### src/rtl/div_meter_pkg.sv
// rtl/div_meter_pkg.sv - shared types and digit helpers for the divergence meter
package div_meter_pkg;

  typedef enum logic [1:0] {IDLE, ROLL, SETTLE} state_t;

  localparam logic [31:0] LFSR_POLY = 32'h8020_0003;

  function automatic logic [3:0] bcd_clamp(input logic [3:0] nibble);
    return (nibble > 4'd9) ? 4'd9 : nibble;
  endfunction

  // Folds 10..15 onto 0..5 so any LFSR nibble becomes a displayable digit.
  function automatic logic [3:0] nib_to_digit(input logic [3:0] nibble);
    return (nibble >= 4'd10) ? nibble - 4'd10 : nibble;
  endfunction

endpackage

### src/rtl/div_lfsr32.sv
// rtl/div_lfsr32.sv - free-running 32-bit Galois LFSR
module div_lfsr32
  import div_meter_pkg::*;
#(
  parameter logic [31:0] SEED = 32'hACE1_2024
) (
  input  logic        Clk,
  input  logic        Reset,
  output logic [31:0] state
);

  always_ff @(posedge Clk or posedge Reset) begin
    if (Reset) begin
      state <= SEED;
    end else begin
      state <= (state >> 1) ^ (state[0] ? LFSR_POLY : 32'd0);
    end
  end

endmodule

### src/rtl/divergence_roller.sv
// rtl/divergence_roller.sv - rolling-digit animation feeding the 8-digit scanner
module divergence_roller
  import div_meter_pkg::*;
#(
  parameter int          TICK_DIV     = 50000,
  parameter int          ROLL_TICKS   = 64,
  parameter int          SETTLE_TICKS = 8,
  parameter logic [31:0] SEED         = 32'hACE1_2024
) (
  input  logic        Clk,
  input  logic        Reset,
  input  logic        Start,
  input  logic [31:0] Target,
  output logic [31:0] Disp_Data,
  output logic        Disp_En,
  output logic        Busy,
  output logic        Done
);

  state_t      state;
  logic [31:0] lfsr;
  logic [31:0] target_q;
  logic [31:0] target_clamped;
  logic [31:0] rand_word;
  logic [31:0] settle_word;
  logic [31:0] tick_cnt;
  logic [31:0] roll_cnt;
  logic [31:0] settle_cnt;
  logic [3:0]  lock_cnt;
  logic [3:0]  lock_next;
  logic        tick;

  div_lfsr32 #(.SEED(SEED)) u_lfsr (
    .Clk   (Clk),
    .Reset (Reset),
    .state (lfsr)
  );

  // lock_next is the lock count this settle update will display, so a new
  // digit locks on the same strobe that bumps the count.
  always_comb begin
    tick           = (state != IDLE) && (tick_cnt == TICK_DIV - 1);
    lock_next      = (settle_cnt == SETTLE_TICKS - 1) ? lock_cnt + 4'd1 : lock_cnt;
    rand_word      = '0;
    settle_word    = '0;
    target_clamped = '0;
    for (int i = 0; i < 8; i++) begin
      rand_word[4*i +: 4]      = nib_to_digit(lfsr[4*i +: 4]);
      target_clamped[4*i +: 4] = bcd_clamp(Target[4*i +: 4]);
      settle_word[4*i +: 4]    = ((32'(i) + 32'(lock_next)) >= 32'd8) ?
                                 target_q[4*i +: 4] : rand_word[4*i +: 4];
    end
  end

  always_ff @(posedge Clk or posedge Reset) begin
    if (Reset) begin
      state      <= IDLE;
      target_q   <= '0;
      tick_cnt   <= '0;
      roll_cnt   <= '0;
      settle_cnt <= '0;
      lock_cnt   <= '0;
      Disp_Data  <= '0;
      Disp_En    <= 1'b0;
      Busy       <= 1'b0;
      Done       <= 1'b0;
    end else begin
      Disp_En  <= 1'b0;
      Done     <= 1'b0;
      tick_cnt <= (tick_cnt == TICK_DIV - 1) ? 32'd0 : tick_cnt + 32'd1;
      case (state)
        IDLE: begin
          if (Start) begin
            target_q   <= target_clamped;
            tick_cnt   <= '0;
            roll_cnt   <= '0;
            settle_cnt <= '0;
            lock_cnt   <= '0;
            Busy       <= 1'b1;
            state      <= ROLL;
          end
        end
        ROLL: begin
          if (tick) begin
            Disp_Data <= rand_word;
            Disp_En   <= 1'b1;
            if (roll_cnt == ROLL_TICKS - 1) begin
              settle_cnt <= '0;
              lock_cnt   <= '0;
              state      <= SETTLE;
            end else begin
              roll_cnt <= roll_cnt + 32'd1;
            end
          end
        end
        SETTLE: begin
          if (tick) begin
            Disp_En    <= 1'b1;
            lock_cnt   <= lock_next;
            settle_cnt <= (settle_cnt == SETTLE_TICKS - 1) ? 32'd0 : settle_cnt + 32'd1;
            if (lock_next == 4'd8) begin
              Disp_Data <= target_q;
              Done      <= 1'b1;
              Busy      <= 1'b0;
              state     <= IDLE;
            end else begin
              Disp_Data <= settle_word;
            end
          end
        end
        default: state <= IDLE;
      endcase
    end
  end

endmodule

### config.mk
export PLATFORM = sky130hd
export DESIGN_NAME = divergence_roller
export DESIGN_NICKNAME = d
export VERILOG_FILES = /design/src/rtl/div_meter_pkg.sv /design/src/rtl/div_lfsr32.sv /design/src/rtl/divergence_roller.sv
export SDC_FILE = /design/constraint.sdc
export NUM_CORES = 1
export LEC_CHECK = 0
export ABC_AREA = 1
export CAP_MARGIN = 25
export CORE_MARGIN = 2
export CORE_UTILIZATION = 35
export CTS_CLUSTER_SIZE = 20
export DETAILED_ROUTE_END_ITERATION = 8
export SYNTH_ARGS = -nofsm -noshare
export SYNTH_HDL_FRONTEND = slang
export SYNTH_SLANG_ARGS = --single-unit
export TNS_END_PERCENT = 1
### constraint.sdc
create_clock -name Clk -period 12.6 [get_ports Clk]
set_input_delay 1.26 -clock Clk [delete_from_list [all_inputs] [get_ports Clk]]
set_output_delay 1.26 -clock Clk [all_outputs]
set_load 0.005 [all_outputs]
-- After elaboration in Yosys (flattened, before gate mapping)
Index checks and enable logic that the tools add are counted.
- bitwise gates (word level): 1
- mux-type cells: 62
- order comparisons: 24
- reductions and logical operators: 14
- add/subtract/negate cells: 19
- equal/unequal tests: 12
- operators with widths (cell ; number):
    $mux 32 ; 14
    $pmux 32 s2 ; 2
    $mux 4 ; 29
    $add 32x1->32 const B ; 3
    $pmux 32 s3 ; 1
    $ge 4x4->1 const B ; 9
    $ge 5x4->1 const B ; 7
    $eq 32x16->1 const B ; 1
    $eq 32x3->1 const B ; 1
    $eq 32x6->1 const B ; 1
    $gt 4x4->1 const B ; 8
    $sub 4x4->4 const B ; 8
    $xor 31x32->32 ; 1
    $add 3x4->5 const A ; 4
    $ne 2x2->1 const B ; 6
    $pmux 4 s3 ; 1
    $add 2x4->5 const A ; 2
    $mux 2 ; 5
    $reduce_and 5->1 ; 2
    $mux 1 ; 8
    $reduce_and 4->1 ; 2
    $reduce_bool 2->1 ; 4
    $pmux 2 s3 ; 1
    $add 1x4->5 const A ; 1
    other kinds (11) ; 11
- input port bits: 35
- bits in registers: 201

-- Logic depth before layout (Yosys ltp)
Gate-level depths: netlist (run 1).
- depth after elaboration: 8
- mapped depth: 15
- gate-level depth less buffers: 14

-- By module
A second synthesis (run 1) with hierarchy kept.
- cells, all modules: 1516
- area total of the unflattened synthesis: 11244.5 um^2
- modules (own cells, without submodules) (module ; times used ; area an instance (um^2) ; sequential area each (um^2) ; cells an instance):
    divergence_roller ; 1 ; 10377.5 ; 4229.1 ; 1470
    div_lfsr32 ; 1 ; 867.1 ; 814.5 ; 46

-- Worst setup path before layout (run 1)
No wires, ideal clock.
- kind: input-to-reg
- from: input port Start
- to: register lock_cnt[2]
- arrival: 2.111 ns
- stages on the path: 9
- setup slack: 10.369 ns
- data required time: 12.480 ns
- cells stage by stage: nor2_1 -> o21ai_2 -> inv_2 -> nor2_1 -> nand2_1 -> buf_6 -> buf_6 -> nand2_1 -> o21ai_2
- cells in the longest elaborated chain, start to end: 2
- ends and longest elaborated chain (what ; RTL line ; RTL):
    start, declared ; divergence_roller.sv:12 ; input logic Start,
    $ne 2x2->1 (no source line) ; -- ;
    $reduce_and 5->1 (no source line) ; -- ;
    end signal, assigned ; divergence_roller.sv:99 ; lock_cnt <= lock_next;
    end, declared ; divergence_roller.sv:29 ; logic [3:0] lock_cnt;
No other way between the ends.
A chain may end at the register's enable or synchronous reset.

-- Final worst setup path (run 1)
- from: input port Start
- to: register settle_cnt[18]
- cells in the longest elaborated chain, start to end: 2
- ends and longest elaborated chain (what ; RTL line ; RTL):
    $ne 2x2->1 (no source line) ; -- ;
    $reduce_and 5->1 (no source line) ; -- ;
    end signal, assigned ; divergence_roller.sv:100 ; settle_cnt <= (settle_cnt == SETTLE_TICKS - 1) ? 32'd0 : settle_cnt + 32'd1;
    end, declared ; divergence_roller.sv:28 ; logic [31:0] settle_cnt;
No other way between the ends.

==> flow_summary.toml, run 1 <==
[place]
gp_congestion = 0.890
place_area_mm2 = 0.0122
dp_hpwl_um = 18800
port_buffers = 69
pre_cts_ws_ns = 8.68

[sta]
final-setup-viol-count = 0
timing.final.crit_share_pct = 26.8
hold_viol_final = 0
rsz0062_at_grt = "false"
drv_slew = 0
tns_ns = 0
relSlewSlack_pct = 38.1
setup_slack_ns = 9.23
skew_ns = 0.0267
holdWs_ns = 0.379
period_minus_slack_ns = 3.37
worst_slew_pin_slew_ns = 0.929
clock.fmax_mhz = 296

[synthesis]
ys_async_sr_fraction_pct = 100
ys_ff_latch = 201
yosysWarningCount = 0
synth_edf_count = 0
postSynthCellCount = 1459
synth-main-ff-cell = "dfrtp_1"
syn_avg_cell_area_um2 = 7.65
syn_nets = 1511
synth_cell_types = 43
seq_area_frac_synth_pct = 45.2
syn-cell-area_mm2 = 0.0112

[clock_network]
post_cts_resize_count = 0
hold_buffers = 0
post-cts-setup-buffers = 0
numClockSinks = 201
htreeDepth = 1
clockBufferDepth = 3
clk_pin_slew_ns = 0.06
tritoncts = "yes"
root_buffer = "clkbuf_16"
cts-buffers-inserted = 25
clock_latency_ns = 0.54

[setup_path]
slowest_delay_ns = 0.78
arrival_ns = 3.77
cp_num_buf_inv = 3
rrSetupSlack_ns = 9.38
start_kind = "input pin"
rr_worst_depth = 8
reg2reg_from = "state[1]$_DFFE_PP0P_"
cp.required_ns = 12.99
cp-end-kind = "flop"
crit_cells = 9
worstPathMaxFanout = 63
cp_cell_sequence = "clkdlybuf4s50_1, nor2_1, o21ai_2, inv_2, nor2_1, nand2_2, buf_4, nand2_1, o21ai_1"
r2r-end = "Disp_Data[3]$_DFFE_PP0P_"
critPathKind = "input pin to flop"
crit_top_cell = "nor2_1"
cpMaxStageDelayCell = "clkdlybuf4s50_1"
critPathTopFamily = "buffers and inverters"

[route]
wl_per_cell_um = 14.0
dr.pass1.iters = 5
finalWirelength_um = 27000
viasPerCell = 4.93
drt_iter0_drc = 535
vias = 9522
drc = 0
postRouteAntennaNets = 0

[die]
die_x_um = 183
dieHeight_um = 183
core_mm2 = 0.0315
ios = 70
dieArea_mm2 = 0.0334
initial_utilization_pct = 35.5
rows = 65

[pwr]
internal_power_w = 0.00123
ir_worst_vdd_mv = 0.127
power.density_mw_per_mm2 = 139
p_comb_share_pct = 18.7
p_clk_share_pct = 40.5
swShare_pct = 31.8
power_switching_w = 0.000574
seq_power_share_pct = 40.8
p_leak_nw = 5.76
total_power_w = 0.00181

[grt]
grt_first_pass_wirelength_um = 45400
antenna_found_initial = 0
grt.total_usage_pct = 16.4
grt_overflow = 0
grt_pass1_vias = 9090
grt_max_degree = 133

[hold_path]
min_to = "u_lfsr.state[29]$_DFF_PP1_"
worstHoldStart = "u_lfsr.state[30]$_DFF_PP0_"
hp-class = "flop to flop"
min_path_cells = 0

[cells_and_area]
fillers = 3162
drive_above_1_share_pct = 7.91
syn_to_final_growth_pct = 16.4
finalInstanceArea_mm2 = 0.0130
nets = 1565
layout_common_cells = "415 x nand2_1, 190 x dfrtp_1, 190 x nor2_1"
final_common_cell = "nand2_1"
n_antenna_cell = 0

[run]
drv_cap = 0

[status]
status = "completed"
[Yosys cell counts (all sizes together) (5+ instances only)]
| cell type | number | area [um2] |
|---|---|---|
| or2 | 19 | 119 |
| clkbuf | 22 | 83.8 |
| o21ai | 101 | 581 |
| a22o | 6 | 52.6 |
| nor3 | 38 | 205 |
| o211ai | 5 | 37.5 |
| nor4 | 23 | 144 |
| ha | 17 | 213 |
| nand2 | 424 | 1620 |
| nor3b | 8 | 60.1 |
| xor2 | 61 | 534 |
| xnor2 | 12 | 105 |
| nand3 | 78 | 410 |
| a21oi | 35 | 179 |
| inv | 136 | 510 |
| dfstp | 11 | 289 |
| buf | 25 | 173 |
| nand4 | 36 | 225 |
| dfrtp | 190 | 4750 |
| nor2 | 195 | 749 |
| a22oi | 5 | 37.5 |
[sequential cells by signal, summed over array words and instances, names as in the netlist]
register / flops
Busy: 1
u_lfsr.state: 32
tick_cnt: 32
Disp_Data: 32
settle_cnt: 32
Disp_En: 1
Done: 1
target_q: 32
roll_cnt: 32
state: 2
lock_cnt: 4
[worst max-delay path by stage]
stage	from	end	slack, ns
3_3_place_gp	Start	settle_cnt[9]$_DFFE_PP0P_	8.78
5_1_grt	Start	settle_cnt[4]$_DFFE_PP0P_	9.02
6_report	Start	settle_cnt[18]$_DFFE_PP0P_	9.23
4_1_cts	Start	settle_cnt[18]$_DFFE_PP0P_	9.25
3_5_place_dp	Start	settle_cnt[18]$_DFFE_PP0P_	8.68
2_1_floorplan	Reset	Busy$_DFFE_PP0P_	5.88
[power groups by stage]
| stage | Sequential [W] | Clock (W) | Combinational [W] |
|---|---|---|---|
| 3_5_place_dp | 0.000748 | 0 | 0.000341 |
| 5_1_grt | 0.000744 | 0.000778 | 0.000389 |
| 2_1_floorplan | 0.000741 | 0 | 0.000289 |
| 6_report | 0.000736 | 0.000732 | 0.000337 |
| 4_1_cts | 0.000737 | 0.000752 | 0.000342 |
| 3_3_place_gp | 0.000745 | 0 | 0.000333 |
[per-stage QoR]
stage	std cells	util (%)
2_1_floorplan	1459	-
3_3_place_gp	1888	38.6
3_5_place_dp	1888	38.6
4_1_cts	1932	41.3
5_1_grt	1932	41.3
6_report	1932	41.3
[metal layers]
layer	global-route usage (%)	wire, um	vias up	part of all wire, %
li1	-	-	4806	-
met1	23.2	13200	4523	49
met2	26.5	12200	153	45
met3	2.41	1090	40	4.0
met4	3.81	504	0	1.9
met5	0	0	-	0
[layout make-up]
type                    instances  area [um2]  area share [%]
clock buffers                  37         741            5.70
clock inverters                 7         104           0.799
inverters                     137         522            4.01
multi-input cells            1074        5360            41.2
flip-flops and latches        201        5040            38.8
well taps                     402         503            3.87
repair buffers                 74         728            5.60
[cells by family (layout without fill, tap and decap cells)]
family	after synthesis	in the layout	synth area share, %
AOI/OAI and AO/OA	159	159	8.42
adders and majority gates	17	17	1.90
buffers and inverters	184	255	6.90
DFF	201	201	45.2
and+or+nand+nor	825	825	31.9
xor gates and xnor gates	73	73	5.72
No activity file was read; power rests on OpenSTA's default activity.
==> run 2: changes to the inputs <==
==> constraint.sdc (replaced) <==
create_clock -name Clk -period 3.3 [get_ports Clk]
set_input_delay 0.33 -clock Clk [delete_from_list [all_inputs] [get_ports Clk]]
set_output_delay 0.33 -clock Clk [all_outputs]
set_load 0.005 [all_outputs]
==> run 2 against run 1 <==
Against the previous run: non-clock buffer count is 8 higher; highest routed layer unchanged; combinational power increased to 3.9 times the previous value; clock skew shrank 0.011 ns; largest cell class unchanged; critical path depth grew 1.
==> flow_summary.toml, run 2 (synthesis gave the netlist of run 1 again) <==
[cells_and_area]
n_antenna_cell = 0
syn_to_final_growth_pct = 16.3
nets = 1571
post-route-util_pct = 41.3
multi_input_area_mm2 = 0.00536
layout.cells.non_filler = 1938
regArea_mm2 = 0.00504
final_common_cell = "nand2_1"
fillers = 3148
layout_common_cells = "415 x nand2_1, 190 x dfrtp_1, 190 x nor2_1"
drive_above_1_share_pct = 8.20

[die]
core_mm2 = 0.0315
ios = 70
die_x_um = 183
dieArea_mm2 = 0.0334
initial_utilization_pct = 35.5
rows = 65
dieHeight_um = 183

[setup_path]
start_kind = "flop"
arrival_ns = 2.95
cp-end-kind = "flop"
cp_cell_sequence = "ha_1, nand3_1, nor2_1, nand2_1, nor2_4, nand2_1, nand2_1, nand2_4, nor3_1, nor2_1"
crit_top_cell = "nand2_1"
rrSetupSlack_ns = 0.72
cp_num_buf_inv = 0
cpMaxStageDelayCell = "nor3_1"
worstPathMaxFanout = 18
cp.required_ns = 3.67
slowest_delay_ns = 0.59
critPathTopFamily = "simple AND/OR/NAND/NOR gates"
critPathKind = "flop to flop"

[grt]
grt_overflow = 0
grt.total_usage_pct = 16.7
antenna_found_initial = 0
grt_first_pass_wirelength_um = 46100
grt_pass1_vias = 9336
grt_max_degree = 94

[sta]
timing.final.crit_share_pct = 78.1
period_minus_slack_ns = 2.58
clock.fmax_mhz = 388
skew_ns = 0.0156
hold_viol_final = 0
relSlewSlack_pct = 47.4
rsz0062_at_grt = "false"
drv_slew = 0
worst_slew_pin_slew_ns = 0.788
tns_ns = 0
final-setup-viol-count = 0

[clock_network]
htreeDepth = 1
tritoncts = "yes"
root_buffer = "clkbuf_16"
clock_latency_ns = 0.52
numClockSinks = 201
post-cts-setup-buffers = 0
post_cts_resize_count = 0
hold_buffers = 0
clockBufferDepth = 3
clk_pin_slew_ns = 0.06
cts-buffers-inserted = 23

[pwr]
p_leak_nw = 5.76
power.density_mw_per_mm2 = 513
ir_worst_vdd_mv = 0.453

[route]
postRouteAntennaNets = 0
vias = 9539
drc = 0
wl_per_cell_um = 14.1
finalWirelength_um = 27300
drt_iter0_drc = 612
viasPerCell = 4.92
dr.pass1.iters = 5

[place]
gp_congestion = 0.932
port_buffers = 69
dp_hpwl_um = 19500
placed_cells = 1896

[status]
status = "completed"

[hold_path]
hp-class = "input pin to async pin"

[run]
drv_cap = 0
==> run 2: cell count changes in the layout (fill, tap and decap cells not counted) <==
cell / delta
buf_12: +3
clkbuf_1: +1
inv_8: -1
clkbuf_16: -2
inv_16: -1
clkinv_2: +4
clkbuf_8: -4
buf_4: +5
clkinvlp_4: +1
==> run 2: power breakdown <==
group          switching [W]  internal (W)  total [W]
clock                0.00101       0.00151    0.00252
sequential          0.000105       0.00270    0.00281
combinational        0.00101      0.000324    0.00133
total                0.00213       0.00454    0.00666
==> run 2: worst paths after layout <==
kind | start | end | depth (start not counted)
setup reg to reg | settle_cnt[1]$_DFFE_PP0P_ | Busy$_DFFE_PP0P_ | 10
min in group Clk | u_lfsr.state[17]$_DFF_PP0_ | u_lfsr.state[16]$_DFF_PP1_ | 0
hold / removal | Reset | roll_cnt[26]$_DFFE_PP0P_ | 3
setup / recovery | settle_cnt[1]$_DFFE_PP0P_ | Busy$_DFFE_PP0P_ | 10
hold reg to reg | u_lfsr.state[17]$_DFF_PP0_ | u_lfsr.state[16]$_DFF_PP1_ | 0
max in group asynchronous | Reset | Disp_Data[7]$_DFFE_PP0P_ | 4
==> run 2: metal layers <==
metal / share of wire (%) / track usage, % / vias to the layer above
li1: - / - / 4817
met1: 48 / 22.8 / 4526
met2: 46 / 28.1 / 160
met3: 4.1 / 2.26 / 36
met4: 1.7 / 3.90 / 0
met5: 0 / 0 / -
==> run 2: stage by stage <==
| step | instance area (um2) | total power, W | setup WS, ns | hold WS [ns] |
|---|---|---|---|---|
| 2_1_floorplan | 11200 | 0.00393 | 0.377 | 0.354 |
| 3_3_place_gp | 12200 | 0.00416 | 0.875 | 0.360 |
| 3_5_place_dp | 12200 | 0.00419 | 0.781 | 0.362 |
| 4_1_cts | 13000 | 0.00676 | 0.770 | 0.286 |
| 5_1_grt | 13000 | 0.00707 | 0.425 | 0.300 |
| 6_report | 13000 | 0.00666 | 0.722 | 0.277 |
==> run 2: layout make-up <==
cell class,count,area share [%]
Inverter,137,3.99
Clock inverter,10,0.799
Sequential cell,201,38.8
Timing Repair Buffer,82,6.36
Multi-Input combinational cell,1074,41.2
Tap cell,402,3.87
Clock buffer,32,4.92
==> run 2: tightest hold or removal path, stage by stage <==
cell             delay [ns]
clkdlybuf4s50_1        0.44
clkinvlp_4             0.13
buf_12                 0.27
